`config.mk`:
```
export PLATFORM = sky130hd
export DESIGN_NAME = mcycle_unit
export DESIGN_NICKNAME = d
export VERILOG_FILES = /design/src/rtl/mcycle_unit.sv
export SDC_FILE = /design/constraint.sdc
export NUM_CORES = 1
export LEC_CHECK = 0
export CAP_MARGIN = 30
export CORE_UTILIZATION = 66
export CTS_BUF_LIST = sky130_fd_sc_hd__clkbuf_2
export DETAILED_ROUTE_END_ITERATION = 16
export MAX_ROUTING_LAYER = met4
export PLACE_DENSITY = 0.91
export SLEW_MARGIN = 10
export SYNTH_ARGS = -nofsm -noshare
export SYNTH_HDL_FRONTEND = slang
export SYNTH_SLANG_ARGS = --single-unit
```
`constraint.sdc`:
```
create_clock -name CLK -period 10.08 [get_ports CLK]
set_clock_uncertainty 0.15 [all_clocks]
set_input_delay 2.016 -clock CLK [delete_from_list [all_inputs] [get_ports CLK]]
set_output_delay 2.016 -clock CLK [all_outputs]
set_load 0.05 [all_outputs]
```
`src/rtl/mcycle_unit.sv`:
```
// mcycle_unit: iterative shift-add multiplier / restoring divider.
// One bit per cycle; Busy stalls the pipeline from the Start cycle on.
module mcycle_unit #(
  parameter int WIDTH = 32
) (
  input  logic             CLK,
  input  logic             RESET_N,
  input  logic             Start,
  input  logic [1:0]       MCycleOp,
  input  logic [WIDTH-1:0] Operand1,
  input  logic [WIDTH-1:0] Operand2,
  output logic [WIDTH-1:0] Result1,
  output logic [WIDTH-1:0] Result2,
  output logic             Busy
);

  localparam int CW = (WIDTH > 1) ? $clog2(WIDTH) : 1;
  localparam int W2 = 2 * WIDTH;

  typedef enum logic {
    IDLE,
    COMPUTING
  } state_t;

  state_t state_q, state_d;

  logic [1:0]       op_q;
  logic [WIDTH-1:0] cst_q;
  logic [WIDTH-1:0] sh_q;
  logic [WIDTH-1:0] orig_q;
  logic             neg_q;
  logic             negr_q;
  logic             divz_q;
  logic [CW-1:0]    cnt_q;
  logic [W2-1:0]    acc_q;

  logic             launch;
  logic             done;

  // operand capture
  logic             sgn;
  logic             is_div;
  logic [WIDTH-1:0] a_abs;
  logic [WIDTH-1:0] b_abs;
  logic [WIDTH-1:0] cst_d;
  logic [WIDTH-1:0] sh_d;

  assign sgn    = ~MCycleOp[0];
  assign is_div = MCycleOp[1];
  assign a_abs  = (sgn && Operand1[WIDTH-1]) ? -Operand1 : Operand1;
  assign b_abs  = (sgn && Operand2[WIDTH-1]) ? -Operand2 : Operand2;
  assign cst_d  = is_div ? b_abs : a_abs;
  assign sh_d   = is_div ? a_abs : b_abs;

  // one iteration of either algorithm
  logic [WIDTH-1:0] hi;
  logic [WIDTH-1:0] lo;
  logic [WIDTH-1:0] addend;
  logic [WIDTH:0]   madd;
  logic [W2-1:0]    mul_nx;
  logic [WIDTH:0]   shrem;
  logic [WIDTH:0]   diff;
  logic             qb;
  logic [WIDTH-1:0] rem_nx;
  logic [W2-1:0]    div_nx;
  logic [W2-1:0]    acc_nx;
  logic [WIDTH-1:0] sh_nx;

  assign hi     = acc_q[W2-1:WIDTH];
  assign lo     = acc_q[WIDTH-1:0];
  assign addend = sh_q[0] ? cst_q : '0;
  assign madd   = {1'b0, hi} + {1'b0, addend};
  assign mul_nx = {madd, lo[WIDTH-1:1]};

  // remainder stays below the divisor, so a borrow out of bit WIDTH
  // means the trial subtraction failed
  assign shrem  = {hi, sh_q[WIDTH-1]};
  assign diff   = shrem - {1'b0, cst_q};
  assign qb     = ~diff[WIDTH];
  assign rem_nx = qb ? diff[WIDTH-1:0] : shrem[WIDTH-1:0];
  assign div_nx = {rem_nx, lo[WIDTH-2:0], qb};

  assign acc_nx = op_q[1] ? div_nx : mul_nx;
  assign sh_nx  = op_q[1] ? (sh_q << 1) : (sh_q >> 1);

  // sign fix-up of the final iteration
  logic [W2-1:0]    prod;
  logic [WIDTH-1:0] quo;
  logic [WIDTH-1:0] rem;
  logic [WIDTH-1:0] r1_d;
  logic [WIDTH-1:0] r2_d;

  assign prod = neg_q ? -acc_nx : acc_nx;
  assign quo  = neg_q ? -acc_nx[WIDTH-1:0] : acc_nx[WIDTH-1:0];
  assign rem  = negr_q ? -acc_nx[W2-1:WIDTH] : acc_nx[W2-1:WIDTH];

  always_comb begin
    r1_d = prod[WIDTH-1:0];
    r2_d = prod[W2-1:WIDTH];
    if (op_q[1]) begin
      if (divz_q) begin
        r1_d = '1;
        r2_d = orig_q;
      end else begin
        r1_d = quo;
        r2_d = rem;
      end
    end
  end

  always_comb begin
    state_d = state_q;
    launch  = 1'b0;
    done    = 1'b0;
    Busy    = 1'b0;
    unique case (state_q)
      IDLE: begin
        Busy = Start;
        if (Start) begin
          launch  = 1'b1;
          state_d = COMPUTING;
        end
      end
      COMPUTING: begin
        Busy = 1'b1;
        if (cnt_q == CW'(WIDTH - 1)) begin
          done    = 1'b1;
          state_d = IDLE;
        end
      end
      default: state_d = IDLE;
    endcase
  end

  always_ff @(posedge CLK or negedge RESET_N) begin
    if (!RESET_N) begin
      state_q <= IDLE;
    end else begin
      state_q <= state_d;
    end
  end

  always_ff @(posedge CLK or negedge RESET_N) begin
    if (!RESET_N) begin
      op_q    <= '0;
      cst_q   <= '0;
      sh_q    <= '0;
      orig_q  <= '0;
      neg_q   <= 1'b0;
      negr_q  <= 1'b0;
      divz_q  <= 1'b0;
      cnt_q   <= '0;
      acc_q   <= '0;
      Result1 <= '0;
      Result2 <= '0;
    end else if (launch) begin
      op_q   <= MCycleOp;
      cst_q  <= cst_d;
      sh_q   <= sh_d;
      orig_q <= Operand1;
      neg_q  <= sgn & (Operand1[WIDTH-1] ^ Operand2[WIDTH-1]);
      negr_q <= sgn & Operand1[WIDTH-1];
      divz_q <= (Operand2 == '0);
      cnt_q  <= '0;
      acc_q  <= '0;
    end else if (state_q == COMPUTING) begin
      acc_q <= acc_nx;
      sh_q  <= sh_nx;
      cnt_q <= cnt_q + CW'(1);
      if (done) begin
        Result1 <= r1_d;
        Result2 <= r2_d;
      end
    end
  end

endmodule

```
==> run metrics <==
Port Buf Inserts 133; row count 62; detail-routed via count per cell 7.03; Crit-path slowest cell dfrtp_1; critical-path cell list inv_1, ha_1, inv_1, fa_1, a211oi_2, o211ai_2, a211o_1, and3_1, o21ai_4, nand2_1, o21ai_0, inv_1, ha_1, o211ai_1, or2_2, nor2_1, nand3_1, nor2_1, nor4b_2, nand3_1, o41ai_1, xor2_1, o22ai_1, o21ai_1; IO Pins 134; largest net degree at the start of global routing 130; DR pass1 iterations 7; FF-to-FF End Result2[24]; H-tree depth 3; Final Net Count 2,727; register area share after synthesis 30.1%; endpoints failing setup 0; share of layout cells above drive strength 1 under 10%; Worst Hold Endpoint orig_q[9]; top_reg_cell synth dfrtp_1; CTS tree yes; first-pass GRT wire length 111,000 um; Core ar. 28,900 um^2; Clock Latency Late Sink 0.87 ns; Setup WS post-layout 3.50 ns; dpl ws between 3 and 4 ns; final WL 72,300 um; Slew Limit Fails 0; Crit path largest cell delay ~0.47 ns; Placed Area roughly 21,000 um^2; Critical Setup Path Class reg2reg; status completed; worst-case reg-to-reg path depth 24; worst hold path depth 2; Cell Area, Synth 19,500 um^2; Fmax 152 MHz; GP Congestion 1.06; via count ~21,000; worst reg-to-reg setup slack 3.50 ns; CP Max Fanout 27; fin crit period 6.58 ns; worst-margin pin slew between 1 and 1.5 ns; Die Span Y 174 um; RSZ-0062 raised after global routing no; Post-synth EDFFs 0; Area Overhead vs Synth 10.6%; die area roughly 30,000 um^2; post-synthesis async set-or-reset flop share 100%; count of cell types in the netlist 93; Post-Synthesis Cells 2,498; DR WL/cell 24.0 um; hpwl dp 52,900 um; Util after Layout 74.7%; clk sink count 234; Filler cells 2,277; clk root buf clkbuf_2; HP Class reg2reg; crit start category flop; min-delay src orig_q[9]; max-cap viol count 0; Seq cells post-synth 234; drt drc 0; Tcrit/Tclk final 65.3%; slew margin rel. 30.2%; launching point of the worst reg2reg path sh_q[31]; Num CTS Buffers 66; Starting Density 67.5%; Synthesized Nets 2,639; setup total negative slack 0 ns; cts hold-fix bufs 0; WP data required 10.73 ns; gr usage total 48.7%; Design Area, Final 21,500 um^2; synth warn 0; Crit path top cell by count inv_1; Fin. Hold Viols 0; clk buf depth 3; number of global-route vias before repair between 15,000 and 20,000; worst path arrival time between 7 and 8 ns; initial antenna violation count 2; Overflow after GRT 0; Post-DRT Antenna Nets 0; CP endpoint kind flop; DR iter-0 viols 3,240; Die Wd 174 um; Syn Area/Cell approximately 7.8 um^2; most frequent cells in the layout 391 x nand2_1, 238 x o21ai_0, 232 x dfrtp_1, 189 x a21oi_1, 183 x nor2_1; CTS resizes 0; clock-pin slew on the worst setup and hold paths 0.11 ns; postcts setup bufs 0; most common cell after layout, fill and taps aside nand2_1
==> stage by stage <==
stage | hold slack [ns] | std cells
finish | 0.337 | 3011
global route | 0.362 | 3011
CTS | 0.338 | 3005
detailed placement | 0.316 | 2898
global placement | 0.307 | 2895
floorplan | 0.287 | 2498
==> cells in the mapped netlist (all sizes together) (6+ instances only) <==
master  instances  share of area [%]
buf            42                1.1
mux2           32                1.9
nand3b          8               0.31
a211o           7               0.36
and2           42                1.3
o22a           28                1.3
a21o           24               0.93
clkbuf        110                2.1
o21ai         248                6.5
nand2         392                7.6
a31oi          34                1.1
a22oi           7               0.27
nor3           62                1.6
dfrtp         234                 30
a31o           10               0.45
or3            25               0.83
mux2i          47                2.4
o211ai         34                1.4
nand3          44                1.1
inv            64                1.2
a21oi         194                5.1
nor2          186                3.6
a22o           26                1.2
o21bai          8               0.31
xnor2         101                4.5
nor4           18               0.61
nand2b         16               0.51
o221ai          6               0.27
a211oi         76                3.0
nor4b           8               0.42
and3           17               0.55
nand4          29               0.93
or4            13               0.54
o311ai         10               0.49
o41ai          10               0.45
nor2b          21               0.67
o21a           10               0.39
or2             9               0.29
o31ai          30                1.2
xor2           69                3.1
ha             70                4.5
==> registers in the layout, summed over array words and instances, names as in the netlist, 5 cells and up <==
| name | count |
|---|---|
| acc_q | 64 |
| Result1 | 32 |
| sh_q | 32 |
| cst_q | 32 |
| Result2 | 32 |
| orig_q | 32 |
| cnt_q | 5 |
==> cell type report <==
| cell class | count | area [um^2] | area share, % |
|---|---|---|---|
| clock buffer | 96 | 480 | 2.23 |
| antenna | 2 | 5.00 | 0.0232 |
| multi-input combinational | 2044 | 12700 | 59.2 |
| clock inverter | 11 | 86.3 | 0.401 |
| tap | 384 | 480 | 2.23 |
| inverter | 68 | 255 | 1.18 |
| sequential | 234 | 5860 | 27.2 |
| timing repair buffer | 172 | 1630 | 7.55 |
==> worst max path at each step <==
stage	startpoint	end	slack [ns]	depth (start not counted)
after floorplan	op_q[1]	Result2[24]	4.36	25
after global placement	Start	Busy	3.78	6
after detailed placement	Start	Busy	3.78	6
after CTS	Start	Busy	3.78	6
after global routing	acc_q[42]	Result2[24]	3.13	21
final	sh_q[31]	Result2[24]	3.50	24
==> critical path: cells and delay by family (launching register included) <==
family	cells	cell delay, ns
XOR/XNOR	1	0.21
buffers and inverters	3	0.27
adder cells (fa/ha/maj)	3	0.67
flip-flops	1	0.47
AO/OA/AOI/OAI	9	1.91
AND/OR/NAND/NOR	8	2.88
==> logic make-up after synthesis <==
logic type	Yosys count	share of synthesized area [%]
AO/OA/AOI/OAI	820	27.3
XOR/XNOR	170	7.65
adder cells (fa/ha/maj)	72	4.70
buffers and inverters	220	4.52
flip-flops	234	30.1
multiplexers	79	4.27
AND/OR/NAND/NOR	903	21.5
==> per-layer routing <==
layer	track usage (%)	vias to the layer above	part of all wire (%)
li1	-	9285	-
met1	61.7	9883	38
met2	69.0	1638	42
met3	12.7	350	13
met4	30.8	0	7.5
met5	-	-	0
Power is left out: the tool's default activity adds up to more than one toggle a clock period on the data nets, which glitch-free logic cannot reach.
